File: config.mk
export PLATFORM = sky130hd
export DESIGN_NAME = cache_refill_arbiter
export DESIGN_NICKNAME = d
export VERILOG_FILES = /design/src/rtl/cache_refill_arbiter.sv
export SDC_FILE = /design/constraint.sdc
export NUM_CORES = 1
export LEC_CHECK = 0
export CORE_UTILIZATION = 40
export DETAILED_ROUTE_END_ITERATION = 10
export HOLD_SLACK_MARGIN = 0.1
export PLACE_DENSITY_LB_ADDON = 0.15
export SLEW_MARGIN = 15
export SYNTH_ARGS = -nofsm -noshare
export SYNTH_HDL_FRONTEND = slang
export SYNTH_SLANG_ARGS = --single-unit
File: constraint.sdc
create_clock -name CLK -period 20.7 [get_ports CLK]
set_input_delay 5.175 -clock CLK [delete_from_list [all_inputs] [get_ports CLK]]
set_output_delay 5.175 -clock CLK [all_outputs]
set_load 0.005 [all_outputs]
File: src/rtl/cache_refill_arbiter.sv
// Refill arbiter: one 32-bit memory read port shared by iCache and dCache line refills.
// Grants one miss at a time (round-robin on ties), reads one word per beat, returns the whole line.
module cache_refill_arbiter #(
  parameter int IC_WORDS = 4,
  parameter int DC_WORDS = 2
) (
  input  logic                   CLK,
  input  logic                   RESET,
  input  logic                   ic_miss,
  input  logic [31:0]            ic_addr,
  output logic                   ic_fill_valid,
  output logic [IC_WORDS*32-1:0] ic_fill_data,
  input  logic                   dc_miss,
  input  logic [31:0]            dc_addr,
  output logic                   dc_fill_valid,
  output logic [DC_WORDS*32-1:0] dc_fill_data,
  output logic                   mem_req,
  output logic [31:0]            mem_addr,
  input  logic                   mem_rvalid,
  input  logic [31:0]            mem_rdata,
  output logic                   busy,
  output logic                   grant_dc
);

  localparam int LINE_WORDS = (IC_WORDS > DC_WORDS) ? IC_WORDS : DC_WORDS;
  localparam int BEAT_W     = (LINE_WORDS > 1) ? $clog2(LINE_WORDS) : 1;
  // Line sizes are powers of two, so the base address is the miss address with the offset bits cleared.
  localparam logic [31:0] IC_MASK = ~(32'(IC_WORDS * 4) - 32'd1);
  localparam logic [31:0] DC_MASK = ~(32'(DC_WORDS * 4) - 32'd1);

  typedef enum logic [1:0] {
    IDLE,
    ISSUE,
    WAIT,
    RESP
  } state_t;

  state_t                 state_q;
  state_t                 state_d;
  logic [BEAT_W-1:0]      beat_q;
  logic [BEAT_W-1:0]      last_beat_q;
  logic                   grant_dc_q;
  logic [31:0]            mem_addr_q;
  logic [31:0]            line_q [LINE_WORDS];
  logic [IC_WORDS*32-1:0] ic_fill_q;
  logic [DC_WORDS*32-1:0] dc_fill_q;
  logic [IC_WORDS*32-1:0] ic_line;
  logic [DC_WORDS*32-1:0] dc_line;
  logic                   any_miss;
  logic                   pick_dc;
  logic                   last_beat;
  logic [31:0]            grant_base;

  // dCache wins a tie only if iCache was granted last; reset leaves last grant at iCache.
  assign any_miss   = ic_miss | dc_miss;
  assign pick_dc    = dc_miss & (~ic_miss | ~grant_dc_q);
  assign grant_base = pick_dc ? (dc_addr & DC_MASK) : (ic_addr & IC_MASK);
  assign last_beat  = (beat_q == last_beat_q);

  always_ff @(posedge CLK or posedge RESET) begin
    if (RESET) begin
      state_q <= IDLE;
    end else begin
      state_q <= state_d;
    end
  end

  always_comb begin
    state_d = state_q;
    case (state_q)
      IDLE:    if (any_miss) state_d = ISSUE;
      ISSUE:   state_d = WAIT;
      WAIT:    if (mem_rvalid) state_d = last_beat ? RESP : ISSUE;
      RESP:    state_d = IDLE;
      default: state_d = IDLE;
    endcase
  end

  // Assembled line including the word arriving this cycle, so the fill register is loaded on the final beat.
  always_comb begin
    ic_line = '0;
    for (int i = 0; i < IC_WORDS; i++) begin
      ic_line[(IC_WORDS-1-i)*32 +: 32] = (beat_q == BEAT_W'(i)) ? mem_rdata : line_q[i];
    end
  end

  always_comb begin
    dc_line = '0;
    for (int i = 0; i < DC_WORDS; i++) begin
      dc_line[(DC_WORDS-1-i)*32 +: 32] = (beat_q == BEAT_W'(i)) ? mem_rdata : line_q[i];
    end
  end

  always_ff @(posedge CLK or posedge RESET) begin
    if (RESET) begin
      beat_q      <= '0;
      last_beat_q <= '0;
      grant_dc_q  <= 1'b0;
      mem_addr_q  <= '0;
      ic_fill_q   <= '0;
      dc_fill_q   <= '0;
      for (int i = 0; i < LINE_WORDS; i++) begin
        line_q[i] <= '0;
      end
    end else begin
      case (state_q)
        IDLE: begin
          if (any_miss) begin
            grant_dc_q  <= pick_dc;
            beat_q      <= '0;
            last_beat_q <= pick_dc ? BEAT_W'(DC_WORDS - 1) : BEAT_W'(IC_WORDS - 1);
            mem_addr_q  <= grant_base;
          end
        end
        WAIT: begin
          // Read data outside WAIT never reaches the line buffer.
          if (mem_rvalid) begin
            line_q[beat_q] <= mem_rdata;
            if (last_beat) begin
              if (grant_dc_q) begin
                dc_fill_q <= dc_line;
              end else begin
                ic_fill_q <= ic_line;
              end
            end else begin
              beat_q     <= beat_q + BEAT_W'(1);
              mem_addr_q <= mem_addr_q + 32'd4;
            end
          end
        end
        default: begin
        end
      endcase
    end
  end

  assign ic_fill_valid = (state_q == RESP) & ~grant_dc_q;
  assign dc_fill_valid = (state_q == RESP) & grant_dc_q;
  assign ic_fill_data  = ic_fill_q;
  assign dc_fill_data  = dc_fill_q;
  assign mem_req       = (state_q == ISSUE);
  assign mem_addr      = mem_addr_q;
  assign busy          = (state_q != IDLE);
  assign grant_dc      = grant_dc_q;

endmodule

# [Word-level counts from Yosys, hierarchy flattened]
# Cells that the tools add are included.
[word_totals] regBits=359 latchBits=0 ram_bits=0 mem_bits_ro=0 out_inout_bits=229 word_cells=65 mem_count=0
[classes] add_sub_neg=2 mul=0 div=0 order_cmp=2 n_eq_ne=10 shift=0 mux=21 bitwise_logic=8 reduce_logical=11
[op_table] cell="32-bit two-way mux" n=9
[op_table] cell="128-bit bitwise mux" n=1
[op_table] cell="32-bit demux with 2-bit select" n=1
[op_table] cell="32-bit one-hot mux with 2 select lines" n=1
[op_table] cell="32-bit by 3-bit adder with 32-bit output, second input constant" n=1
[op_table] cell="2-bit two-way mux" n=7
[op_table] cell="4-bit AND reduction" n=3
[op_table] cell="2-bit equality test, second input constant" n=4
[op_table] cell="2-bit one-hot mux with 4 select lines" n=1
[op_table] cell="2-bit inequality test, second input constant" n=3
[op_table] cell="2-bit AND reduction" n=3
[op_table] cell="2-bit by 1-bit equality test with 1-bit output, second input constant" n=2
[op_table] cell="2-bit logical NOT" n=2
[op_table] cell="2-bit one-hot mux with 2 select lines" n=1
[op_table] cell="2-bit nonzero test" n=2
[op_table] cell="1-bit bitwise AND" n=3
[op_table] cell="3-bit >= comparator, second input constant" n=1
[op_table] cell="3-bit by 1-bit less-than comparator with 1-bit output, second input constant" n=1
[op_table] cell="2-bit inverter with 3-bit output" n=1
[op_table] cell="2-bit by 1-bit adder with 2-bit output, second input constant" n=1
[op_table] cell="2-bit equality test" n=1
[op_table] cell="1-bit inverter" n=2
[op_table] cell="1-bit bitwise OR" n=2
[op_table] cell="1-bit logical AND" n=1

# [Logic depth before layout (Yosys ltp)]
# Gate-level depths: netlist of the first run.
[depth] depth_word=6 ltp_mapped=8

# [Least setup slack after synthesis of the first run]
# OpenSTA, ideal clock, no wires.
[synth_timing] path_kind="input-to-reg" startpoint="in mem_rvalid" endpoint="reg mem_addr_q[24] (netlist: mem_addr[24])" setup_ns=0.069 arrival_ns=6.529 required_time_ns=20.631 path_slack_ns=14.102 cell_stages=7 path_cell_list="clkbuf_1 nor2b_1 or3_4 clkinv_4 nand3_1 or4_1 nand3_1"
[synth_via] elab_chain_len=2
[synth_rtl] element="start, declared" line="19" source="input logic mem_rvalid,"
[synth_rtl] element="2-bit inequality test (no line)"
[synth_rtl] element="4-bit AND reduction (no line)"
[synth_rtl] element="end signal, assigned" line="112" source="mem_addr_q <= grant_base;"
[synth_rtl] element="end signal, assigned" line="127" source="mem_addr_q <= mem_addr_q + 32'd4;"
[synth_rtl] element="end, declared" line="43" source="logic [31:0] mem_addr_q;"
# No other way between the ends.
# A chain may end at the register's enable or synchronous reset.

# [Worst setup path after layout of the first run]
[layout_timing] startpoint="in mem_rvalid" endpoint="reg line_q[21] (netlist bit)"
[layout_via] elab_chain_len=1
[layout_rtl] element="2-bit AND reduction (no line)"
[layout_rtl] element="end signal, assigned by index" line="118" source="line_q[beat_q] <= mem_rdata;"
[layout_rtl] element="end, declared" line="44" source="logic [31:0] line_q [LINE_WORDS];"
# No other way between the ends.

==> run summary, run 1 <==
======================================================================================
Status ..................................................................    completed
Placement Rows ..........................................................           71
Main synth FF type ......................................................      dfrtp_1
Largest vdd supply drop .................................................      70.3 uV
Power density of the placed cells .......................................  135 mW/mm^2
Startpoint Class ........................................................   input port
Arrival time reported for the critical path endpoint ....................      7.45 ns
Series of cell instances along the critical path ........................ clkdlybuf4s50_1, nand3_2, mux2_2
Dominant delay contributor by cell family on the critical path .......... simple AND/OR/NAND/NOR gates
Total non-filler cell area in the finished layout ....................... 0.0204 sq mm
Total detailed-routing wirelength ....................................... 40,800 microns
Via/cell ratio ..........................................................         5.12
Hold Buf Count CTS ......................................................            0
Post-synthesis async set-or-reset flop share ............................         100%
Hold wc startpoint ...................................................... dc_fill_data[61]
CTS tree ................................................................        built
Worst R2R Start .........................................................   state_q[1]
Post-CTS Resized ........................................................            0
Register clock-pin slew on the reported worst setup and hold paths ......      0.06 ns
Wire length of the first global-routing pass ............................ 64,700 microns
Pin count of the biggest net entering global routing ....................          257
Remaining max-slew budget at the tightest pin ...........................        19.1%
Vias in the first global route ..........................................       11,500
R2r worst-path depth ....................................................            4
Number of slew-limit violations in the final report .....................            0
I/O Buffers .............................................................          320
Number of synthesized register bits .....................................          357
H-tree Lvls .............................................................            2
Maximum capacitance violations ..........................................            0
Clock root cell .........................................................    clkbuf_16
Number of nets in the final layout ......................................        1,783
Fmax achieved ...........................................................      142 MHz
Final weighted congestion in routability-driven placement ...............        0.788
Number of buffers added by the clock tree synthesis step ................           40
Cell Area, Synth ........................................................ 0.0154 sq mm
Worst Setup Path Type ................................................... input port to register
Clock period minus worst slack ..........................................      7.04 ns
Cell Area, Placed ....................................................... 0.0190 sq mm
Number of library cell types mapped by synthesis ........................           52
Chip height .............................................................  198 microns
GR Util All Layers ......................................................        21.0%
Count of clock tree sinks ...............................................          357
Final setup violation count .............................................            0
Clock latency on the worst-skew pair ....................................      0.54 ns
Start point of the critical path ........................................   mem_rvalid
Worst flop-to-flop path endpoint ........................................   line_q[21]
Slack of the worst reg-to-reg path ......................................     17.36 ns
Ratio of cells with drive above 1 in the final layout ...................        13.8%
Routed wire per std cell ................................................ 18.4 microns
Post CTS Setup Buffer Count .............................................            0
RSZ-0062 raised after global routing ....................................        false
Final setup margin ......................................................     13.66 ns
Top-Level Pins ..........................................................          330
Final Hold Slack ........................................................     0.474 ns
Number of detailed-route iterations in the first pass ...................            5
Effective utilization at floorplan ......................................        40.8%
Lkg Pwr .................................................................      8.91 nW
Share of the core filled with cells .....................................        53.8%
Final global-route overflow total .......................................            0
Setup crit end kind .....................................................     register
Final critical-path share of the clock period ...........................        34.0%
Buf+Inv Stages, Crit Path ...............................................            1
Hold Path End ........................................................... dc_fill_data[61]
Die extent in x .........................................................  198 microns
Die area ................................................................ 0.0394 sq mm
Post-synthesis average cell area ........................................   11.1 sq um
Fin Setup TNS ...........................................................         0 ns
Hold violation count in the final report ................................            0
Worst stage delay on the critical path ..................................      0.96 ns
Synthesis Warnings ......................................................            0
Number of remaining DRC errors ..........................................            0
Count of mapped cells out of synthesis ..................................        1,393
Half-perimeter wire length of the detailed placement result ............. 25,800 microns
Remaining antenna violation count after routing .........................            0
Number of antenna violations at the first check in global routing .......            0
Number of vias after detailed routing ...................................       11,400
Worst hold path class ................................................... register to register
Standard cell core area ................................................. 0.0378 sq mm
Pre-CTS worst setup slack ...............................................     13.05 ns
Sequential-to-total area share from yosys stat ..........................        57.9%
Longest Clk Path Bufs ...................................................            3
Required time at the endpoint of the critical path ......................     21.11 ns
Worst clock skew on the final layout ....................................   0.00984 ns
Number of instances on the worst hold path ..............................            2
EDFF count, synth .......................................................            0
Maximum net fanout on the critical path .................................           32
Library cell contributing the largest single delay on the critical path .      nand3_2
Layout Area Growth over Synthesis .......................................        31.9%
Antenna diode instance count ............................................            0
Worst slew pin tran .....................................................      1.21 ns
Initial detailed-routing violation count ................................          482
======================================================================================
cells by family after synthesis:
| kind of cell | count (synthesis) | synth area share, % |
|---|---|---|
| AO/OA/AOI/OAI | 294 | 10.5 |
| XOR/XNOR | 2 | 0.114 |
| adder cells (fa/ha/maj) | 5 | 0.405 |
| buffers and inverters | 105 | 3.09 |
| flip-flops | 357 | 57.9 |
| multiplexers | 257 | 17.7 |
| other | 1 | 0.0243 |
| AND/OR/NAND/NOR | 372 | 10.3 |
worst max path at each step:
stage / end / slack (ns) / cells past startpoint
after floorplan: beat_q[0] / 5.62 / 1
after global placement: line_q[13] / 13.15 / 3
after detailed placement: line_q[15] / 13.05 / 3
after CTS: line_q[21] / 13.61 / 3
after global routing: line_q[104] / 13.51 / 3
final: line_q[21] / 13.66 / 3
layout make-up:
type	count	area, sq um
multi-input cells	932	6070
repair buffers	337	3360
flip-flops and latches	357	8930
fillers	3431	17500
inverters	9	46.3
well taps	511	639
clock buffers	62	1210
clock inverters	10	93.8
state kept, by name, indices dropped and copies added (netlist names):
signal / cells
ic_fill_data: 128
line_q: 128
dc_fill_data: 64
mem_addr: 30
beat_q: 2
last_beat_q: 2
state_q: 2
grant_dc: 1
synthesized netlist by cell type (5+ instances only):
cell,instances,area (sq um)
nand4_1,5,31.3
inv_1,8,30.0
mux2i_1,129,1290
ha_1,5,62.6
buf_2,30,150
and3_1,8,50.1
nand3_1,38,190
mux2_2,128,1440
nand2_1,143,537
clkbuf_1,47,176
nor3_1,7,35.0
dfrtp_1,357,8930
buf_1,13,48.8
a21oi_1,166,831
nor2_1,149,559
o31ai_1,9,67.6
a31oi_1,8,50.1
a2bb2oi_1,5,43.8
o22a_1,8,70.1
o21ai_0,80,400
worst register-to-register path, delay by kind of cell, from the launching register on:
family / cells / cell delay (ns)
mux: 1 / 0.64
simple gates: 2 / 1.71
buf+inv: 1 / 0.41
flops: 1 / 0.47
where the power goes:
| part | internal, mW | leakage [nW] | switching, mW | total, mW |
|---|---|---|---|---|
| registers | 0.930 | 4.67 | 0.153 | 1.08 |
| clock network | 0.417 | 0.652 | 0.281 | 0.699 |
| logic | 0.525 | 3.59 | 0.443 | 0.967 |
through the flow:
step	cells	total power, mW
global placement	2146	2.04
global route	2218	2.93
detailed placement	2146	2.07
CTS	2218	2.79
finish	2218	2.75
floorplan	1394	1.59
placed cells by master (no fill, tap or decap), types with 3 or more instances in the layout:
cell type        instances
dfrtp_1                357
clkdlybuf4s50_1        320
a21oi_1                165
nor2_1                 149
nand2_1                143
mux2i_1                129
mux2_2                 128
o21ai_0                 80
clkbuf_16               41
nand3_1                 34
buf_4                   14
clkbuf_8                11
clkbuf_1                10
o31ai_1                  9
and3_1                   8
a31oi_1                  8
o22a_1                   8
inv_1                    7
clkinv_2                 7
nor3_1                   6
a2bb2oi_1                5
nand4_1                  5
nand3_2                  4
ha_2                     4
nand4_2                  3
and3_2                   3
per-layer routing:
layer	GRT usage [%]	vias to the layer above	wire length, microns
li1	-	5460	-
met1	26.9	5591	17600
met2	35.1	260	19700
met3	5.97	48	2890
met4	4.93	0	670
met5	0	-	0
(Power assumes the default switching activity.)
==> run 2: changes to the inputs <==
Clock period 20.7 ns to 6.3 ns, I/O delays scaled along.
==> run summary, run 2 (synthesis results as in run 1) <==
======================================================================================
Lkg Pwr .................................................................      8.93 nW
Series of cell instances along the critical path ........................ clkdlybuf4s50_1, nand3_2, mux2_2
Part of the power in combinational logic ................................        35.2%
Die area ................................................................ 0.0394 sq mm
Longest Clk Path Bufs ...................................................            3
Worst clock skew on the final layout ....................................   0.00814 ns
Pin count of the biggest net entering global routing ....................          161
Antenna diode instance count ............................................            0
Sequential standard cell area ........................................... 0.00893 sq mm
Standard cell core area ................................................. 0.0378 sq mm
Count of fill cells added during filler insertion .......................        3,435
RSZ-0062 raised after global routing ....................................        false
Hold violation count in the final report ................................            0
Status ..................................................................    completed
Number of vias after detailed routing ...................................       11,300
Ratio of cells with drive above 1 in the final layout ...................        14.0%
Power density of the placed cells .......................................  442 mW/mm^2
Half-perimeter wire length of the detailed placement result ............. 26,100 microns
Worst stage delay on the critical path ..................................      0.92 ns
Number of buffers added by the clock tree synthesis step ................           40
Via/cell ratio ..........................................................         5.10
Leading cell types in the layout, fill and taps excluded ................ dfrtp_1, clkdlybuf4s50_1, a21oi_1
Remaining max-slew budget at the tightest pin ...........................        25.7%
Wire length of the first global-routing pass ............................ 64,400 microns
Worst flop-to-flop path endpoint ........................................   line_q[53]
Placement Rows ..........................................................           71
Switching power as a share of total power ...............................        31.9%
Fin Setup TNS ...........................................................         0 ns
Worst R2R Start .........................................................    beat_q[0]
Part of the power in registers ..........................................        39.4%
Number of detailed-route iterations in the first pass ...................            5
Post-CTS Resized ........................................................            0
Required time at the endpoint of the critical path ......................      6.70 ns
Top-Level Pins ..........................................................          330
Clock period minus worst slack ..........................................      3.41 ns
Fmax achieved ...........................................................      294 MHz
Largest vdd supply drop .................................................       210 uV
Initial detailed-routing violation count ................................          546
Internal Pwr Total ......................................................      6.15 mW
Number of remaining DRC errors ..........................................            0
Final Hold Slack ........................................................     0.474 ns
Library cell contributing the largest single delay on the critical path .      nand3_2
GR Util All Layers ......................................................        20.8%
CTS tree ................................................................        built
Total non-filler cell area in the finished layout ....................... 0.0204 sq mm
I/O Buffers .............................................................          320
Total detailed-routing wirelength ....................................... 40,700 microns
Number of antenna violations at the first check in global routing .......            0
Cell Area, Placed ....................................................... 0.0191 sq mm
Final critical-path share of the clock period ...........................        54.1%
Power share of the clock group ..........................................        25.4%
Number of slew-limit violations in the final report .....................            0
Worst slew pin tran .....................................................      1.11 ns
Slack of the worst reg-to-reg path ......................................      3.54 ns
Worst Setup Path Type ................................................... input port to register
Post CTS Setup Buffer Count .............................................            0
Number of nets in the final layout ......................................        1,786
Vias in the first global route ..........................................       11,400
Final global-route overflow total .......................................            0
Remaining antenna violation count after routing .........................            0
Hold Path End ........................................................... dc_fill_data[61]
Maximum capacitance violations ..........................................            0
Number of instances on the worst hold path ..............................            2
Clock latency on the worst-skew pair ....................................      0.52 ns
Worst hold path class ................................................... register to register
Effective utilization at floorplan ......................................        40.8%
Arrival time reported for the critical path endpoint ....................      3.81 ns
Chip height .............................................................  198 microns
Register clock-pin slew on the reported worst setup and hold paths ......      0.06 ns
Overall power after layout ..............................................      9.03 mW
R2r worst-path depth ....................................................            6
Hold Buf Count CTS ......................................................            0
Count of clock tree sinks ...............................................          357
Share of the core filled with cells .....................................        53.9%
Die extent in x .........................................................  198 microns
Footprint of the multi-input gates ...................................... 0.00607 sq mm
Net switching power figure ..............................................      2.88 mW
Layout Area Growth over Synthesis .......................................        32.2%
H-tree Lvls .............................................................            2
Final setup violation count .............................................            0
Startpoint Class ........................................................   input port
Most common cell after layout, fill and taps aside ......................      dfrtp_1
Clock root cell .........................................................    clkbuf_16
Hold wc startpoint ...................................................... dc_fill_data[61]
Routed wire per std cell ................................................ 18.3 microns
Maximum net fanout on the critical path .................................           32
Setup crit end kind .....................................................     register
Final weighted congestion in routability-driven placement ...............        0.796
======================================================================================
==> run 2: cell types whose count changed in the layout (fill, tap and decap cells not counted) <==
cell / change
buf_4: +2
clkinvlp_4: +1
inv_8: -1
clkinv_2: +2
buf_6: -1
buf_12: +1
buf_16: +1
clkinv_4: -1
==> run 2: how the worst max path moves through the flow <==
stage / from / end / slack [ns] / cells after the start
2_1_floorplan: RESET / beat_q[0] / -0.06 / 1
3_3_place_gp: mem_rvalid / line_q[15] / 2.35 / 3
3_5_place_dp: mem_rvalid / line_q[13] / 2.32 / 3
4_1_cts: mem_rvalid / line_q[108] / 2.88 / 3
5_1_grt: mem_rvalid / line_q[28] / 2.74 / 3
6_report: mem_rvalid / line_q[13] / 2.89 / 3
==> run 2: power groups by stage <==
stage          registers, mW  clock network [mW]  logic, mW
4_1_cts                 3.56                2.36       3.23
3_3_place_gp            3.56                   0       3.16
2_1_floorplan           3.53                   0       1.69
3_5_place_dp            3.59                   0       3.21
5_1_grt                 3.67                2.44       3.49
6_report                3.56                2.29       3.18
==> run 2: area by class of cell <==
| class | count | area share [%] |
|---|---|---|
| clock buffers | 62 | 5.95 |
| clock inverters | 11 | 0.466 |
| inverters | 9 | 0.208 |
| multi-input cells | 932 | 29.8 |
| flip-flops and latches | 357 | 43.8 |
| well taps | 511 | 3.13 |
| repair buffers | 340 | 16.7 |
==> run 2: layer usage <==
| layer | up-vias | GRT usage (%) | wire (microns) |
|---|---|---|---|
| li1 | 5466 | - | - |
| met2 | 257 | 33.8 | 19000 |
| met5 | - | 0 | 0 |
| met3 | 52 | 5.17 | 2570 |
| met4 | 0 | 5.38 | 930 |
| met1 | 5556 | 27.8 | 18200 |
==> run 2: critical path, delay by kind of cell <==
kind          cells  cell delay (ns)
buf+inv           1             0.67
simple gates      1             0.92
mux               1             0.62
==> run 2: stage by stage <==
step / std cells / worst slack, ns
floorplan: 1394 / -0.0593
global placement: 2148 / 2.35
detailed placement: 2148 / 2.32
CTS: 2221 / 2.88
global route: 2222 / 2.74
finish: 2222 / 2.89
